$ cat config.mk
export PLATFORM = sky130hd
export DESIGN_NAME = adc_frame_sequencer
export DESIGN_NICKNAME = d
export VERILOG_FILES = /design/src/rtl/adc_pkg.sv /design/src/rtl/adc_idx_counter.sv /design/src/rtl/adc_frame_sequencer.sv
export SDC_FILE = /design/constraint.sdc
export NUM_CORES = 1
export LEC_CHECK = 0
export CAP_MARGIN = 25
export CORE_MARGIN = 2
export CORE_UTILIZATION = 55
export DETAILED_ROUTE_END_ITERATION = 10
export HOLD_SLACK_MARGIN = 0.06
export PLACE_DENSITY = 0.78
export SYNTH_ARGS = -nofsm -noshare
export SYNTH_HDL_FRONTEND = slang
export SYNTH_SLANG_ARGS = --single-unit
$ cat constraint.sdc
create_clock -name clkin -period 4.7 [get_ports clkin]
set_input_delay 0.47 -clock clkin [delete_from_list [all_inputs] [get_ports clkin]]
set_output_delay 0.47 -clock clkin [all_outputs]
set_load 0.01 [all_outputs]
$ cat src/rtl/adc_pkg.sv
// Shared definitions for the ADC frame sequencer: FSM state encoding,
// default array geometry and timing constants.
package adc_pkg;

  typedef enum logic [2:0] {
    ST_IDLE      = 3'd0,
    ST_CONV      = 3'd1,
    ST_WAIT_BUSY = 3'd2,
    ST_REQ       = 3'd3,
    ST_WAIT_WORD = 3'd4,
    ST_DONE      = 3'd5
  } state_e;

  localparam int ADC_CHIP_NO    = 4;
  localparam int ADC_CH_NO      = 4;
  localparam int DEF_CONVST_CYC = 3;
  localparam int DEF_BUSY_TO    = 255;

endpackage

$ cat src/rtl/adc_idx_counter.sv
// Nested chip/channel counter: channel is the inner index, chip the outer.
// Both wrap at their configured maxima rather than at the 2-bit overflow.
module adc_idx_counter
  import adc_pkg::*;
#(
  parameter int N_CHIPS = ADC_CHIP_NO,
  parameter int N_CH    = ADC_CH_NO
) (
  input  logic       clkin,
  input  logic       rst,
  input  logic       clr,
  input  logic       adv,
  output logic [1:0] chip_idx,
  output logic [1:0] ch_idx,
  output logic       last
);

  localparam logic [1:0] CHIP_MAX = 2'(N_CHIPS - 1);
  localparam logic [1:0] CH_MAX   = 2'(N_CH - 1);

  logic [1:0] chip_q;
  logic [1:0] ch_q;

  always_ff @(posedge clkin) begin
    if (rst || clr) begin
      chip_q <= 2'd0;
      ch_q   <= 2'd0;
    end else if (adv) begin
      if (ch_q == CH_MAX) begin
        ch_q   <= 2'd0;
        chip_q <= (chip_q == CHIP_MAX) ? 2'd0 : chip_q + 2'd1;
      end else begin
        ch_q <= ch_q + 2'd1;
      end
    end
  end

  assign chip_idx = chip_q;
  assign ch_idx   = ch_q;
  assign last     = (chip_q == CHIP_MAX) && (ch_q == CH_MAX);

endmodule

$ cat src/rtl/adc_frame_sequencer.sv
// Frame scheduler for the parallel ADC front end: convert-start pulse, BUSY
// wait with timeout, then one read request per (chip, channel) word.
module adc_frame_sequencer
  import adc_pkg::*;
#(
  parameter int N_CHIPS    = ADC_CHIP_NO,
  parameter int N_CH       = ADC_CH_NO,
  parameter int CONVST_CYC = DEF_CONVST_CYC,
  parameter int BUSY_TO    = DEF_BUSY_TO
) (
  input  logic               clkin,
  input  logic               rst,
  input  logic               start,
  input  logic [N_CHIPS-1:0] busy,
  input  logic               word_done,
  output logic               convst_bar,
  output logic               rd_req,
  output logic [1:0]         chip_idx,
  output logic [1:0]         ch_idx,
  output logic               frame_busy,
  output logic               frame_done,
  output logic               err_overrun,
  output logic               err_timeout
);

  localparam logic [7:0] CONV_LAST = 8'(CONVST_CYC - 1);
  localparam logic [7:0] TO_LAST   = 8'(BUSY_TO - 1);

  state_e     state_q;
  logic [7:0] conv_cnt_q;
  logic [7:0] to_cnt_q;
  logic       convst_bar_q;
  logic       rd_req_q;
  logic       frame_busy_q;
  logic       frame_done_q;
  logic       err_overrun_q;
  logic       err_timeout_q;

  logic       idx_clr;
  logic       idx_adv;
  logic       idx_last;
  logic       busy_clear;

  // BUSY may not have risen yet in the first two WAIT_BUSY cycles.
  assign busy_clear = (busy == '0) && (to_cnt_q >= 8'd2);
  assign idx_adv    = (state_q == ST_WAIT_WORD) && word_done;
  assign idx_clr    = (state_q == ST_IDLE);

  adc_idx_counter #(
    .N_CHIPS (N_CHIPS),
    .N_CH    (N_CH)
  ) u_idx (
    .clkin    (clkin),
    .rst      (rst),
    .clr      (idx_clr),
    .adv      (idx_adv),
    .chip_idx (chip_idx),
    .ch_idx   (ch_idx),
    .last     (idx_last)
  );

  always_ff @(posedge clkin) begin
    if (rst) begin
      state_q       <= ST_IDLE;
      conv_cnt_q    <= 8'd0;
      to_cnt_q      <= 8'd0;
      convst_bar_q  <= 1'b1;
      rd_req_q      <= 1'b0;
      frame_busy_q  <= 1'b0;
      frame_done_q  <= 1'b0;
      err_overrun_q <= 1'b0;
      err_timeout_q <= 1'b0;
    end else begin
      rd_req_q     <= 1'b0;
      frame_done_q <= 1'b0;
      if (start && (state_q != ST_IDLE)) begin
        err_overrun_q <= 1'b1;
      end
      case (state_q)
        ST_IDLE: begin
          if (start) begin
            state_q      <= ST_CONV;
            conv_cnt_q   <= 8'd0;
            convst_bar_q <= 1'b0;
            frame_busy_q <= 1'b1;
          end
        end
        ST_CONV: begin
          if (conv_cnt_q == CONV_LAST) begin
            convst_bar_q <= 1'b1;
            to_cnt_q     <= 8'd0;
            state_q      <= ST_WAIT_BUSY;
          end else begin
            conv_cnt_q <= conv_cnt_q + 8'd1;
          end
        end
        ST_WAIT_BUSY: begin
          if (busy_clear) begin
            // First request launches on entry to REQ for minimum latency.
            rd_req_q <= 1'b1;
            state_q  <= ST_REQ;
          end else if (to_cnt_q == TO_LAST) begin
            err_timeout_q <= 1'b1;
            frame_busy_q  <= 1'b0;
            state_q       <= ST_IDLE;
          end else begin
            to_cnt_q <= to_cnt_q + 8'd1;
          end
        end
        ST_REQ: begin
          // Issue the request here only if it was not already launched on entry.
          rd_req_q <= ~rd_req_q;
          state_q  <= ST_WAIT_WORD;
        end
        ST_WAIT_WORD: begin
          if (word_done) begin
            if (idx_last) begin
              frame_done_q <= 1'b1;
              state_q      <= ST_DONE;
            end else begin
              state_q <= ST_REQ;
            end
          end
        end
        ST_DONE: begin
          frame_busy_q <= 1'b0;
          state_q      <= ST_IDLE;
        end
        default: state_q <= ST_IDLE;
      endcase
    end
  end

  assign convst_bar  = convst_bar_q;
  assign rd_req      = rd_req_q;
  assign frame_busy  = frame_busy_q;
  assign frame_done  = frame_done_q;
  assign err_overrun = err_overrun_q;
  assign err_timeout = err_timeout_q;

endmodule
Word level (Yosys, flattened, before mapping)
Cells that the tools add are included.
{ "totals": {"ff_bits": 29, "inputBits": 8, "output_inout_bits": 10} }
{ "op_classes": {"magnitude_cmp": 1, "add_sub_neg": 4, "n_mux": 26, "n_eq_ne": 17, "reduce_logical": 19, "n_bitwise": 4} }
{ "ops": {"columns": ["op", "count"], "rows": [
  ["$mux W8", 5],
  ["$pmux W8 S2", 2],
  ["$mux W3", 6],
  ["$add A8 B1 Y8 const B", 2],
  ["$pmux W3 S5", 1],
  ["$ne A2 B2 Y1 const B", 7],
  ["$reduce_and A4 Y1", 3],
  ["$reduce_and A3 Y1", 3],
  ["$eq A8 B2 Y1 const B", 1],
  ["$eq A8 B8 Y1 const B", 1],
  ["$ge A8 B2 Y1 const B", 1],
  ["$mux W1", 7],
  ["$eq A3 B2 Y1 const B", 2],
  ["$eq A3 B3 Y1 const B", 2],
  ["$reduce_bool A3 Y1", 2],
  ["$add A2 B1 Y2 const B", 2],
  ["$eq A2 B2 Y1 const B", 2],
  ["$logic_and A1 B1 Y1", 4],
  ["$logic_not A4 Y1", 1],
  ["$mux W2", 2],
  ["$not A1 Y1", 4],
  ["$pmux W1 S2", 2],
  ["$reduce_bool A2 Y1", 2],
  ["$eq A3 B1 Y1 const B", 1],
  ["other kinds (6)", 6]
]} }

Depth between registers and ports, before layout
Gate-level depths: netlist (run 1).
{ "depth": {"depth_word": 5, "ltp_mapped": 8, "mapped_depth_nobuf": 7} }

By module
From an unflattened synthesis (run 1), not the netlist that was laid out.
{ "hier_totals": {"hier_cells": 179, "hier_area_um2": 1544.0} }
{ "by_module_without_submodules": {"columns": ["module", "n_inst", "cells_per_inst", "area_per_inst_um2"], "rows": [
  ["adc_frame_sequencer", 1, 160, 1342.5],
  ["adc_idx_counter", 1, 19, 201.4]
]} }

Worst setup path after synthesis (run 1)
OpenSTA, ideal clock, no wires.
{ "synth_timing": {"kind": "input-to-reg", "startpoint": "in busy[1]", "endpoint": "reg to_cnt_q[5]", "slack_ns": 2.806, "required_time_ns": 4.578, "t_arrival_ns": 1.773, "path_stages": 5, "path_cell_list": "or4_1 a211oi_1 a21o_1 or3_1 a21oi_1"} }
{ "synth_via": {"elab_chain_len": 4} }
{ "synth_rtl": {"columns": ["item", "line_no", "rtl"], "rows": [
  ["start, declared", "adc_frame_sequencer.sv:14", "input logic [N_CHIPS-1:0] busy,"],
  ["$logic_not A4 Y1", "adc_frame_sequencer.sv:45", "assign busy_clear = (busy == '0) && (to_cnt_q >= 8'd2);"],
  ["$logic_and A1 B1 Y1", "adc_frame_sequencer.sv:45", null],
  ["$ne A2 B2 Y1 (no source line)", null, null],
  ["$reduce_and A4 Y1 (no source line)", null, null],
  ["end signal, assigned", "adc_frame_sequencer.sv:107", "to_cnt_q <= to_cnt_q + 8'd1;"],
  ["end, declared", "adc_frame_sequencer.sv:31", "logic [7:0] to_cnt_q;"]
]} }
Every way passes these cells.
A chain may end at the register's enable or synchronous reset.

Worst setup path in the final report (run 1)
{ "layout_timing": {"startpoint": "reg state_q[0]", "endpoint": "reg to_cnt_q[3]"} }
{ "layout_via": {"elab_chain_len": 3} }
{ "layout_rtl": {"columns": ["item", "line_no", "rtl"], "rows": [
  ["start, declared", "adc_frame_sequencer.sv:29", "state_e state_q;"],
  ["start signal, assigned", "adc_frame_sequencer.sv:64", "state_q <= ST_IDLE;"],
  ["start signal, assigned", "adc_frame_sequencer.sv:82", "state_q <= ST_CONV;"],
  ["start signal, assigned", "adc_frame_sequencer.sv:92", "state_q <= ST_WAIT_BUSY;"],
  ["$eq A3 B2 Y1 / $eq A3 B1 Y1 (equally long branches)", "adc_frame_sequencer.sv:79", "case (state_q)"],
  ["$ne A2 B2 Y1 (no source line) / $reduce_bool A2 Y1 (equally long branches)", null, null],
  ["$reduce_and A4 Y1 (no source line)", null, null]
]} }
Parallel ways exist; a longest one is shown, timed or not.

==> reports/qor.csv, run 1 <==
metric,value,unit
synth_nets,191,
async_flop_share,0,%
hold_viol,0,
cap_violations,0,
intPower,0.384,mW
place.gp.congestion,0.829,
fin_skew,0.0112,ns
finalCritPeriodShare,46.7,%
start_kind,flop,
synth-seq-cells,29,
synth_cell_types,39,
syn_avg_cell_area,8.22,µm²
r2r_setup_slack,2.51,ns
cts_resized,0,
slew_violations,0,
std_cell_rows,18,
syn_inst,177,
vias,1342,
fp.coreArea,0.00250,mm²
power_leakage,0.598,nW
synth_area,0.00146,mm²
finish.utilization,67.8,%
cts_root_buf,clkbuf_4,
fin_ws,2.51,ns
cts_tree,done,
fmax,456,MHz
netSwitchingFraction,30.2,%
slew-limit-headroom,64.4,%
antenna_found_initial,0,
vias_per_cell,5.96,
outcome,completed,
grt_pass1_vias,1224,
routed_wl,3.02,mm
hold-path-cell-count,2,
synth_most_common_cell,dfxtp_1,
synth_common_cells,"29 x dfxtp_1, 24 x nor2_1, 17 x a21oi_1",
yosysSeqAreaShare,39.9,%
portBuffers,17,
critical_path.endpoint_type,flop,
first_iter_violations,31,
die_h,55.4,µm
worstReg2RegEnd,to_cnt_q[3],
path_class,reg2reg,
dp_hpwl,2.24,mm
setup_violations,0,
p_comb_share,20.8,%
min_period,2.19,ns
crit_fanout,12,
h-tree-depth,2,
finalPower,0.550,mW
clockBufferDepth,2,
yosysTopAreaCell,dfxtp_1,
die_x,55.4,µm
synth_top_cells_by_area,"dfxtp_1 40%, nor2_1 6.2%, a21oi_1 5.8%",
min_to,convst_bar,
ir_drop,0.000248,V
overflow,0,
antenna_cells,0,
drive_above_1_share,4.62,%
wl_per_cell,13.4,µm
power_frac_clock,27.8,%
reg2reg_from,state_q[0],
power.switching,0.166,mW
insertion_delay,0.33,ns
ant_nets,0,
numCtsBuffers,5,
ctsHoldBuffers,0,
synth_top_area_share,39.9,%
tightest_slew,0.533,ns
power_density,324,mW/mm²
io_pins,18,
synth_ff_type,dfxtp_1,
grt_max_degree,17,
worstPathArrival,2.47,ns
die-area,0.00307,mm²
reg2reg_depth,5,
synth_edf_count,0,
tns,0,ns
drc,0,
clk_pin_slew,0.09,ns
grt_pass1_wl,5.31,mm
p_seq_share,51.4,%
rsz0062_at_grt,false,
dp_slack,2.25,ns
dr.pass1.iters,4,
initial_core_util,58.2,%
nets,209,
post_cts_buffers,0,
holdCritPathClass,reg2reg,
cp.required,4.97,ns
grt.total_usage,21.6,%
min_from,convst_bar,
area_delta_synth_final,16.5,%
synth.yosys.warnings,0,
cts_sinks,29,
sequential cells by signal (all words and copies together), names as in the netlist, 2 cells and up:
| register | flops |
|---|---|
| conv_cnt_q | 8 |
| state_q | 3 |
| to_cnt_q | 8 |
| u_idx.ch_idx | 2 |
| u_idx.chip_idx | 2 |
worst max path at each step:
stage | from | slack [ns] | cells past startpoint | endpoint
after floorplan | busy[1] | 2.81 | 5 | to_cnt_q[5]
after global placement | busy[1] | 2.32 | 6 | to_cnt_q[5]
after detailed placement | busy[1] | 2.25 | 6 | to_cnt_q[5]
after CTS | state_q[0] | 2.52 | 5 | to_cnt_q[3]
after global routing | state_q[0] | 2.26 | 5 | to_cnt_q[3]
final | state_q[0] | 2.51 | 5 | to_cnt_q[3]
final cells by class:
class,instances,area [µm²]
timing repair buffer,17,170
fill,222,805
tap,30,37.5
sequential,29,581
multi-input combinational,139,841
inverter,3,11.3
clock buffer,7,55.1
layer usage:
layer	wire, µm	vias up	share of wire (%)	global-route usage (%)
li1	-	680	-	-
met1	1440	621	47	27.4
met4	63	0	2.1	10.8
met3	145	8	4.8	5.15
met5	0	-	0	0
met2	1380	33	46	34.0
critical path, cell delays in order, from the launching register on:
cell,delay [ns]
dfxtp_1,0.55
nor3b_1,0.45
nand3_1,0.24
a21o_1,0.32
or4_1,0.50
nand2_1,0.08
logic make-up after synthesis:
logic type                 share of synthesized area (%)
xor gates and xnor gates                            3.01
AOI/OAI and AO/OA                                   15.1
adders and majority gates                           5.16
buffers and inverters                               2.32
DFF                                                 39.9
muxes                                               1.38
and+or+nand+nor                                     33.1
per-stage QoR:
step | cell area, µm² | hold slack, ns | std cells
finish | 1700 | 0.445 | 225
global route | 1700 | 0.481 | 225
CTS | 1700 | 0.451 | 225
detailed placement | 1640 | 0.439 | 218
global placement | 1640 | 0.429 | 218
floorplan | 1460 | 0.462 | 177
layout by cell type (no fill, tap or decap), types with 2 or more instances in the layout:
master,count
or3_1,6
nor3b_1,2
nor2b_1,3
a211oi_1,4
nor2_1,24
clkdlybuf4s50_1,17
nand3_1,5
ha_1,6
inv_1,3
dfxtp_1,29
o211ai_1,2
o21ai_0,5
nor4_1,2
nor3_1,9
nand4_1,6
a21oi_1,17
nand3b_1,2
o21ai_1,2
nand2b_1,5
xnor2_1,4
mux2i_1,2
nand2_1,13
clkbuf_4,5
or4_1,4
power by group through the flow:
stage                     Combinational (mW)  Sequential (mW)  Clock [mW]
after detailed placement               0.113            0.288           0
after CTS                              0.114            0.282       0.156
after global routing                   0.129            0.287       0.164
after floorplan                       0.0875            0.278           0
final                                  0.114            0.283       0.153
after global placement                 0.111            0.287           0
Power figures use the tool's default switching activity.
==> run 2: changes to the inputs <==
CORE_UTILIZATION = 49   (was 55)
PLACE_DENSITY = 0.74   (was 0.78)
clock period = 1.9 ns   (was 4.7 ns; I/O delays follow)
==> run 2 against run 1 <==
Design area rose by 14%. First-iteration DRC count grew 65%. Critical path depth unchanged. Final cell count is 12% higher. Clock-buffer cell count is 1 higher. Utilization grew 1.6 points. Largest cell class unchanged. Highest routed layer unchanged.
==> reports/qor.csv, run 2 (synthesis gave the netlist of run 1 again) <==
metric,value,unit
finalPower,1.43,mW
finish.utilization,69.4,%
crit_fanout,5,
placed_cells,239,
holdCritPathClass,reg2reg,
slew_violations,0,
power_density,738,mW/mm²
first_iter_violations,51,
power_leakage,0.726,nW
reg.largest.list,"conv_cnt_q: 8 flops, to_cnt_q: 8 flops, state_q: 3 flops",
outcome,completed,
start_kind,flop,
grt_pass1_vias,1359,
dr.pass1.iters,4,
cap_violations,0,
grt_max_degree,16,
nets,233,
drc,0,
place.gp.congestion,0.926,
h-tree-depth,2,
drive_above_1_share,19.1,%
dp_slack,-0.173,ns
portBuffers,17,
overflow,0,
grt_pass1_wl,5.73,mm
tns,0,ns
ant_nets,0,
cts_tree,done,
stdcell_count,251,
numCtsBuffers,5,
fp.coreArea,0.00278,mm²
cts_sinks,29,
fin_skew,0.00952,ns
grt.total_usage,22.2,%
critPathTopFamily,simple AND/OR/NAND/NOR gates,
die_x,58.5,µm
critical_path.endpoint_type,flop,
slew-limit-headroom,66.1,%
fmax,543,MHz
clk_pin_slew,0.09,ns
dpl-instance-area,0.00179,mm²
crit_buf_inv,0,
wl_per_cell,13.9,µm
finalCritPeriodShare,97.0,%
fin_area,0.00193,mm²
cp_slowest_cell,or4_1,
dp_hpwl,2.44,mm
antenna_found_initial,0,
cp.required,2.18,ns
hold_viol,0,
path_class,reg2reg,
timing.hold.ws,0.450,ns
tightest_slew,0.502,ns
area_delta_synth_final,32.7,%
routed_wl,3.50,mm
insertion_delay,0.33,ns
ir_drop,0.000600,V
worstPathArrival,2.12,ns
io_pins,18,
setup_violations,0,
clockBufferDepth,2,
vias,1449,
antenna_cells,0,
layout_common_cells,"28 x dfxtp_1, 24 x nor2_1, 23 x buf_4, 17 x a21oi_1, 17 x clkdlybuf4s50_1",
critPathMaxStageDelay,0.46,ns
cp_cell_sequence,or3b_4 > a41o_1 > a21o_4 > or4_1 > nand2_1,
layout_commonest_cell,dfxtp_1,
die-area,0.00342,mm²
die_h,58.5,µm
cts_root_buf,clkbuf_4,
std_cell_rows,19,
min_period,1.84,ns
vias_per_cell,5.77,
fin_ws,0.0569,ns
initial_core_util,52.3,%
[run 2: area by class of cell]
cell class              count  area [µm²]
well taps                  31        38.8
repair buffers             40         343
clock buffers               8        48.8
flip-flops and latches     29         582
inverters                   3        11.3
multi-input cells         140         907
fillers                   235         851
[run 2: what timing repair did]
action	in CTS	in global routing
setup buffers	0	3
pin swaps	1	4
cloned	0	1
hold buffers	0	0
setup endpoints to repair	4	5
gates resized for setup	4	9
hold endpoints to repair	0	0
[run 2: final timing paths]
path | end | startpoint | depth (start not counted) | slack (ns)
worst max register to register | to_cnt_q[3] | state_q[2] | 5 | 0.06
worst max-delay path | to_cnt_q[3] | state_q[2] | 5 | 0.06
worst min register to register | convst_bar | convst_bar | 2 | 0.45
worst min-delay path | convst_bar | convst_bar | 2 | 0.45
[run 2: worst min-delay path: stages (launching register included)]
cell,delay (ns)
dfxtp_1,0.32
nand2_1,0.05
nand2_1,0.04
[run 2: power breakdown]
part           switching, mW  internal [mW]  total, mW
sequential            0.0202          0.645      0.665
combinational          0.209          0.200      0.409
clock                  0.204          0.147      0.352
total                  0.433          0.992       1.43
[run 2: routing by layer]
metal / GRT usage (%) / up-vias / part of all wire, %
met5: 0 / - / 0
met4: 12.0 / 0 / 1.4
met3: 5.27 / 5 / 3.8
met2: 35.8 / 29 / 49
met1: 27.3 / 682 / 46
li1: - / 733 / -
==> run 3: changes to the inputs <==
ABC_AREA = 1   (was unset)
CORE_ASPECT_RATIO = 1.4   (was unset)
CORE_UTILIZATION = 50   (was 49)
GPL_TIMING_DRIVEN = 0   (was unset)
PLACE_DENSITY = 0.73   (was 0.74)
==> run 3 against run 2 <==
Utilization decreased by 8.7 points. Sequential power increased by 20%. Maximum frequency increased by 14%. Clock-buffer cell count unchanged. Sequential cell count unchanged. Worst setup slack improved by 0.22 ns. Critical path type unchanged.
==> reports/qor.csv, run 3 <==
metric,value,unit
layout_common_cells,"70 x nand2_1, 32 x nor2_1, 28 x dfxtp_1, 24 x a21oi_1, 21 x inv_1",
hold_viol,0,
yosysSeqAreaShare,33.5,%
die_x,53.7,µm
crit_buf_inv,3,
start_kind,flop,
dp_hpwl,2.73,mm
cts_sinks,29,
fin_area,0.00203,mm²
first_iter_violations,37,
power_density,1090,mW/mm²
slew_violations,0,
die-area,0.00396,mm²
power_frac_clock,21.4,%
die_h,73.6,µm
reg.largest.list,"conv_cnt_q: 8 flops, to_cnt_q: 8 flops, state_q: 3 flops",
slew-limit-headroom,65.7,%
holdCritPathClass,reg2reg,
cp.required,2.05,ns
drc,0,
grt_pass1_vias,1552,
cts_tree,done,
tns,0,ns
grt_pass1_wl,6.33,mm
initial_core_util,51.7,%
ir_drop,0.000989,V
netSwitchingFraction,42.4,%
syn_inst,260,
wl_per_cell,11.0,µm
crit_top_cell,nand2_1,
power.switching,0.943,mW
synth_nets,274,
min_period,1.62,ns
synth_edf_count,0,
synth_area,0.00173,mm²
antenna_found_initial,0,
syn_avg_cell_area,6.66,µm²
cp_cell_sequence,inv_1 > ha_1 > inv_1 > nand2_1 > nor2_1 > nand2_1 > nand3_2 > buf_2 > nand2_1 > nand3_1 > a21oi_1,
io_pins,18,
synth_common_cells,"70 x nand2_1, 32 x nor2_1, 29 x dfxtp_1",
critPathMaxStageDelay,0.37,ns
h-tree-depth,2,
intPower,1.28,mW
yosysTopAreaCell,dfxtp_1,
vias,1665,
cp_slowest_cell,dfxtp_2,
synth.yosys.warnings,0,
tightest_slew,0.510,ns
p_seq_share,35.8,%
nets,298,
synth_ff_type,dfxtp_1,
reg2reg_from,to_cnt_q[0],
critPathTopFamily,simple AND/OR/NAND/NOR gates,
synth_top_cells_by_area,"dfxtp_1 34%, nand2_1 15%, a21oi_1 6.9%",
fp.coreArea,0.00335,mm²
setup_violations,0,
cap_violations,0,
crit_fanout,10,
routed_wl,3.59,mm
worstPathArrival,1.76,ns
portBuffers,17,
power_leakage,0.779,nW
insertion_delay,0.28,ns
fin_skew,0.00537,ns
post_cts_buffers,0,
synth_most_common_cell,nand2_1,
drive_above_1_share,11.9,%
antenna_cells,0,
clk_pin_slew,0.06,ns
area_delta_synth_final,17.4,%
cts_root_buf,clkbuf_8,
std_cell_rows,25,
synth_cell_types,31,
synth_top_area_share,33.5,%
place.gp.congestion,0.841,
async_flop_share,0,%
path_class,reg2reg,
overflow,0,
grt_max_degree,11,
clockBufferDepth,2,
critical_path.endpoint_type,flop,
layout_commonest_cell,nand2_1,
cp-startpoint,to_cnt_q[0],
fmax,618,MHz
grt.total_usage,21.8,%
vias_per_cell,5.12,
finalCritPeriodShare,85.2,%
rsz0062_at_grt,false,
synth-seq-cells,29,
outcome,completed,
dpl-instance-area,0.00195,mm²
min_from,frame_busy,
ant_nets,0,
p_comb_share,42.8,%
numCtsBuffers,5,
dr.pass1.iters,4,
run 3: changes by cell type after synthesis, moves of 4 or more:
cell and delta:
nor2_1 +8, nand2_2 +4, or3_1 -6, inv_1 +18
or4_1 -4, nand3_1 +15, a211oi_1 -4, a21oi_1 +7
nand2b_1 -5, inv_2 +6, nor3_1 -4, nand2_1 +57
run 3: worst min-delay path, delay by kind of cell (launching register included):
family | cells | cell delay [ns]
compound gates | 1 | 0.05
flops | 1 | 0.31
simple gates | 1 | 0.06
run 3: layout make-up:
type	count	area (µm²)
Timing Repair Buffer	17	170
Clock buffer	8	80.1
Buffer	6	26.3
Fill cell	336	1310
Multi-Input combinational cell	197	1020
Inverter	28	108
Tap cell	40	50.0
Sequential cell	29	582
run 3: final timing paths:
kind / to / slack, ns / depth (start not counted)
min reg2reg: frame_busy / 0.46 / 2
max reg2reg: state_q[0] / 0.28 / 11
min: frame_busy / 0.46 / 2
max: state_q[0] / 0.28 / 11
run 3: power groups by stage:
stage / Clock [mW] / Combinational (mW) / Sequential [mW]
2_1_floorplan: 0 / 0.708 / 0.803
6_report: 0.476 / 0.954 / 0.796
4_1_cts: 0.495 / 0.968 / 0.793
3_3_place_gp: 0 / 0.951 / 0.805
3_5_place_dp: 0 / 0.960 / 0.806
5_1_grt: 0.510 / 1.09 / 0.814
run 3: kinds of logic after synthesis:
logic type                 after synthesis  share of synthesized area, %
buffers and inverters                   34                          7.73
DFF                                     29                          33.5
xor gates and xnor gates                 2                          1.01
adders and majority gates                6                          4.34
AOI/OAI and AO/OA                       35                          11.3
and+or+nand+nor                        154                          42.1
run 3: timing repair:
action	4_1_cts	5_1_grt
gates resized for setup	0	1
hold buffers	0	0
endpoints found under the setup margin	0	3
run 3: per-stage QoR:
stage	power, mW	setup WS (ns)	instances	utilization [%]	hold slack [ns]
after floorplan	1.51	0.455	260	-	0.337
after global placement	1.76	0.219	317	58.3	0.453
after detailed placement	1.77	0.228	317	58.3	0.458
after CTS	2.26	0.211	325	60.7	0.464
after global routing	2.41	0.0794	325	60.7	0.489
final	2.23	0.282	325	60.7	0.463
run 3: layer usage:
| layer | up-vias | global-route usage [%] | share of wire (%) |
|---|---|---|---|
| li1 | 895 | - | - |
| met1 | 748 | 23.8 | 44 |
| met2 | 14 | 38.6 | 52 |
| met3 | 8 | 4.88 | 2.7 |
| met4 | 0 | 9.69 | 2.0 |
| met5 | - | 0 | 0 |
